## src/rtl/sqrt.sv

```systemverilog
// Pipelined unsigned integer square root: q = floor(sqrt(radical)), remainder = radical - q*q.
// Define SQRT_OUT_REG_EN to add one output register stage (latency Q_WIDTH+1 instead of Q_WIDTH).
module sqrt #(
  parameter int RAD_WIDTH = 21,
  parameter int Q_WIDTH   = (RAD_WIDTH + 1) / 2,
  parameter int REM_WIDTH = Q_WIDTH + 1
) (
  input  logic                 clk_main,
  input  logic                 sys_rst,
  input  logic                 in_valid,
  input  logic [RAD_WIDTH-1:0] radical,
  output logic                 out_valid,
  output logic [Q_WIDTH-1:0]   q,
  output logic [REM_WIDTH-1:0] remainder
);

  localparam int RAD_PAD = 2 * Q_WIDTH;
  // Trial subtraction width: one guard bit above the shifted remainder gives the sign.
  localparam int CW      = REM_WIDTH + 3;

  typedef struct packed {
    logic [Q_WIDTH-1:0]   root;
    logic [REM_WIDTH-1:0] rem;
  } step_t;

  function automatic step_t sqrt_step(input logic [Q_WIDTH-1:0]   root_in,
                                      input logic [REM_WIDTH-1:0] rem_in,
                                      input logic [1:0]           pair);
    step_t          res;
    logic [CW-1:0]  rem_sh;
    logic [CW-1:0]  trial;
    logic [CW-1:0]  diff;
    rem_sh = {1'b0, rem_in, pair};
    trial  = {2'b00, root_in, 2'b01};
    diff   = rem_sh - trial;
    if (diff[CW-1] == 1'b0) begin
      res.root = {root_in[Q_WIDTH-2:0], 1'b1};
      res.rem  = REM_WIDTH'(diff);
    end else begin
      res.root = {root_in[Q_WIDTH-2:0], 1'b0};
      res.rem  = REM_WIDTH'(rem_sh);
    end
    return res;
  endfunction

  logic [Q_WIDTH-1:0]   root_r     [Q_WIDTH];
  logic [REM_WIDTH-1:0] rem_r      [Q_WIDTH];
  logic [RAD_PAD-1:0]   rad_r      [Q_WIDTH-1];
  logic [Q_WIDTH-1:0]   valid_r;

  logic [Q_WIDTH-1:0]   root_nxt_s [Q_WIDTH];
  logic [REM_WIDTH-1:0] rem_nxt_s  [Q_WIDTH];
  logic [RAD_PAD-1:0]   rad_in_s   [Q_WIDTH];
  logic [Q_WIDTH-1:0]   valid_in_s;

  // Route operands into each stage: stage 0 from the ports, the rest from the previous stage.
  always_comb begin
    rad_in_s[0]   = RAD_PAD'(radical);
    valid_in_s[0] = in_valid;
    for (int k = 1; k < Q_WIDTH; k++) begin
      rad_in_s[k]   = rad_r[k-1];
      valid_in_s[k] = valid_r[k-1];
    end
  end

  // One root bit per stage, taking the next two radical bits from the top.
  always_comb begin
    step_t st;
    st = sqrt_step({Q_WIDTH{1'b0}}, {REM_WIDTH{1'b0}}, rad_in_s[0][RAD_PAD-1 -: 2]);
    root_nxt_s[0] = st.root;
    rem_nxt_s[0]  = st.rem;
    for (int k = 1; k < Q_WIDTH; k++) begin
      st = sqrt_step(root_r[k-1], rem_r[k-1], rad_in_s[k][RAD_PAD-1 -: 2]);
      root_nxt_s[k] = st.root;
      rem_nxt_s[k]  = st.rem;
    end
  end

  // Pipeline registers; data only advance with a valid operand so the last stage holds its value.
  always_ff @(posedge clk_main) begin
    if (sys_rst) begin
      valid_r <= {Q_WIDTH{1'b0}};
      for (int k = 0; k < Q_WIDTH; k++) begin
        root_r[k] <= {Q_WIDTH{1'b0}};
        rem_r[k]  <= {REM_WIDTH{1'b0}};
      end
      for (int k = 0; k < Q_WIDTH - 1; k++) begin
        rad_r[k] <= {RAD_PAD{1'b0}};
      end
    end else begin
      valid_r <= valid_in_s;
      for (int k = 0; k < Q_WIDTH; k++) begin
        if (valid_in_s[k]) begin
          root_r[k] <= root_nxt_s[k];
          rem_r[k]  <= rem_nxt_s[k];
        end
      end
      for (int k = 0; k < Q_WIDTH - 1; k++) begin
        if (valid_in_s[k]) begin
          rad_r[k] <= rad_in_s[k] << 2'd2;
        end
      end
    end
  end

`ifdef SQRT_OUT_REG_EN
  logic                 out_valid_r;
  logic [Q_WIDTH-1:0]   q_r;
  logic [REM_WIDTH-1:0] rem_out_r;

  // Extra output register stage, holding results between valid outputs.
  always_ff @(posedge clk_main) begin
    if (sys_rst) begin
      out_valid_r <= 1'b0;
      q_r         <= {Q_WIDTH{1'b0}};
      rem_out_r   <= {REM_WIDTH{1'b0}};
    end else begin
      out_valid_r <= valid_r[Q_WIDTH-1];
      if (valid_r[Q_WIDTH-1]) begin
        q_r       <= root_r[Q_WIDTH-1];
        rem_out_r <= rem_r[Q_WIDTH-1];
      end
    end
  end

  assign out_valid = out_valid_r;
  assign q         = q_r;
  assign remainder = rem_out_r;
`else
  assign out_valid = valid_r[Q_WIDTH-1];
  assign q         = root_r[Q_WIDTH-1];
  assign remainder = rem_r[Q_WIDTH-1];
`endif

endmodule

```

## config.mk

```make
export PLATFORM = sky130hd
export DESIGN_NAME = sqrt
export DESIGN_NICKNAME = d
export VERILOG_FILES = /design/src/rtl/sqrt.sv
export SDC_FILE = /design/constraint.sdc
export NUM_CORES = 1
export LEC_CHECK = 0
export BUFFER_PORTS_ARGS = -buffer_cell sky130_fd_sc_hd__clkbuf_2
export CORE_UTILIZATION = 60
export CTS_CLUSTER_DIAMETER = 50
export DETAILED_ROUTE_END_ITERATION = 16
export GPL_TIMING_DRIVEN = 0
export PLACE_DENSITY = 0.78
export SETUP_SLACK_MARGIN = 0.15
export SYNTH_ARGS = -nofsm -noshare
export SYNTH_HDL_FRONTEND = slang
export SYNTH_SLANG_ARGS = --single-unit
```

## constraint.sdc

```tcl
create_clock -name clk_main -period 3.2 [get_ports clk_main]
set_input_delay 0.16 -clock clk_main [delete_from_list [all_inputs] [get_ports clk_main]]
set_output_delay 0.16 -clock clk_main [all_outputs]
set_load 0.03 [all_outputs]
```

==> metrics.txt <==
Tmin final 2870 ps; initial antenna violation count 0; Worst Tran Pin Value 998 ps; Synth Instances 1263; Gate power share 8.9%; worst setup margin 326 ps; number of antenna-violating nets in the routed design 0; # clock sinks 300; setup_tns 0 ps; DRC 0; CTS Buf Count 34; dpl ws 407 ps; Post-Syn Area per Cell 11.8 µm²; met1 Use GR 23.2%; gp weighted congestion 0.904; Fill cells 1724; # hold bufs at CTS 21; number of diodes 0; CP startpoint kind register; initial core utilization 61.2%; width of the die 160 µm; largest net degree at the start of global routing 32; ys flop type edfxtp_1; Syn Nets 1352; Leakage Power 6.69 nW; Max Clock Skew 17.1 ps; post-route clock period utilization 89.8%; Die Ht 160 µm; share of the synthesized area in the top cell type 58.1%; Peak supply drop 0.497 mV; global-route wire length before repair 44400 µm; largest cells by area after synthesis edfxtp_1 (58%), ha_1 (5.4%), and2_1 (5.0%); H-tree levels 2; fin nets 1455; most common cell in the synthesized netlist edfxtp_1; CTS clk-pin slew, worst paths 60 ps; Power Dens Cells 532 mW/mm²; Root Driver clkbuf_16; Synth cell types 70; 1st-pass router iterations 5; total gr overflow 0; Crit Path Category register to register; worst skew pair latency 520 ps; P&R area growth vs syn 12.8%; I/O pin cnt 48; met3 Track Usage GR 3.38%; CP arrival 3130 ps; Vias/cell 5.59; Max-Cap Viols 0; DR vias 9594; Port Buffers 46; RSZ-0062 raised after global routing false; First DRT Iteration DRCs 529; post-DR wirelength/cell 15.5 µm; M2 GR Usage 41.5%; max_slew headroom 31.8%; Design Area, Final 0.0168 mm²; share of layout cells above drive strength 1 9.20%; Yosys warning total 0; row count 57; placed cell areas 0.0156 mm²; Fin. Hold Viols 0; Synth area leader edfxtp_1; Netlist Area Pre-Place 0.0149 mm²; core area 0.0244 mm²; commonest cells in the netlist edfxtp_1 (289), nor2_1 (173), and2_1 (119); Async SR Flop Fraction 0%; Max Slew Vio Count 0; final setup fails 0; Die Footprint 0.0255 mm²; post-CTS setup buffer count 0; Post-synth EDFFs 289; GR peak layer met2; Critical Path Sink Type register; CP Max Fanout 10; Internal Power 6.89 mW; flops & latches, synth 300; CP required 3460 ps; P_sw 2.07 mW; clock share of power 40.7%; Hold Path Class input port to register; status complete, no violations; sequential element share of the synthesized area 59.6%; vias in the first global route 9721; achievable clock frequency 348 MHz; sw frac 23.1%; share of power burned in registers 50.4%; CTS tree yes; CTS max path bufs 3; Routed Wire Length 26600 µm; post-DP HPWL 19300 µm; post-CTS resize count 0; All-Layer GR Usage 21.4%
-- critical path: stages (launching register included) --
cell and delay, ps:
edfxtp_1 400, ha_1 360, nor2b_1 180, o2111a_1 260, nor3_1 430, o21a_1 330
buf_2 350, mux2i_1 260, nor2_1 60
-- layout by cell type, fill, tap and decap left out, drive strengths merged, types with 2 or more instances in the layout --
| cell type | count |
|---|---|
| edfxtp | 289 |
| nor2 | 175 |
| and2 | 119 |
| clkbuf | 118 |
| inv | 97 |
| ha | 65 |
| a21oi | 48 |
| xnor2 | 45 |
| o21ai | 41 |
| nor3 | 38 |
| mux2i | 38 |
| nand2 | 30 |
| nor2b | 24 |
| o21a | 22 |
| dlygate4sd3 | 21 |
| xor2 | 20 |
| nand2b | 17 |
| nand3 | 16 |
| a211oi | 16 |
| or2 | 15 |
| clkinv | 15 |
| or3 | 13 |
| dfxtp | 11 |
| o211ai | 10 |
| buf | 9 |
| or4 | 7 |
| a21o | 7 |
| o31a | 7 |
| o41ai | 5 |
| a211o | 5 |
| nor4 | 5 |
| a31oi | 4 |
| o31ai | 4 |
| and3 | 4 |
| nor4b | 4 |
| a2111oi | 3 |
| nand3b | 2 |
| a22o | 2 |
| a21boi | 2 |
-- worst paths after layout --
kind,endpoint,slack [ps],from,cells past startpoint
max,rem_r[8][7]$_SDFFCE_PN0P_,330,rem_r[7][0]$_SDFFCE_PN0P_,8
min,valid_r[0]$_SDFF_PP0_,190,in_valid,3
max reg2reg,rem_r[8][7]$_SDFFCE_PN0P_,330,rem_r[7][0]$_SDFFCE_PN0P_,8
min reg2reg,valid_r[10]$_SDFF_PP0_,460,valid_r[9]$_SDFF_PP0_,1
-- state kept, by name, indices dropped and copies added (netlist names) --
signal and flops:
rad_r 110, valid_r 11, rem_r 113, root_r 66
-- power by group through the flow --
| stage | Clock, mW | Combinational, mW | Sequential [mW] |
|---|---|---|---|
| CTS | 3.68 | 0.793 | 4.52 |
| global route | 3.84 | 0.881 | 4.53 |
| floorplan | 0 | 0.569 | 4.61 |
| finish | 3.64 | 0.800 | 4.52 |
| global placement | 0 | 0.735 | 4.59 |
| detailed placement | 0 | 0.767 | 4.60 |
-- routing by layer --
| layer | share of wire [%] | vias to the layer above |
|---|---|---|
| met3 | 4.3 | 46 |
| met1 | 39 | 4611 |
| met4 | 2.3 | 0 |
| met5 | 0 | - |
| li1 | - | 4713 |
| met2 | 54 | 224 |
-- area by class of cell --
class,count,area [µm²],share of cell area (%)
sequential,300,8900,52.9
multi-input combinational,830,5500,32.7
clock buffer,45,912,5.42
timing repair buffer,67,440,2.62
tap,324,405,2.41
inverter,97,364,2.16
buffer,36,161,0.959
clock inverter,16,149,0.885
-- metrics by stage --
step           hold WS, ps  utilization (%)  power, mW  instances
6_report               193             69.0       8.96       1715
5_1_grt                231             69.0       9.26       1715
4_1_cts                149             69.0       8.99       1715
3_5_place_dp           438             63.8       5.36       1633
3_3_place_gp           436             63.8       5.32       1633
2_1_floorplan          358                -       5.18       1263
-- kinds of logic after synthesis --
group | count (synthesis) | share of synthesized area [%]
other cells | 1 | 0.0251
mux | 38 | 2.55
xor+xnor | 65 | 3.81
simple gates | 473 | 16.6
fa+ha+maj | 65 | 5.45
compound gates | 188 | 8.43
flops | 300 | 59.6
buf+inv | 133 | 3.52
Note: power is estimated with default switching activity, not from simulation.
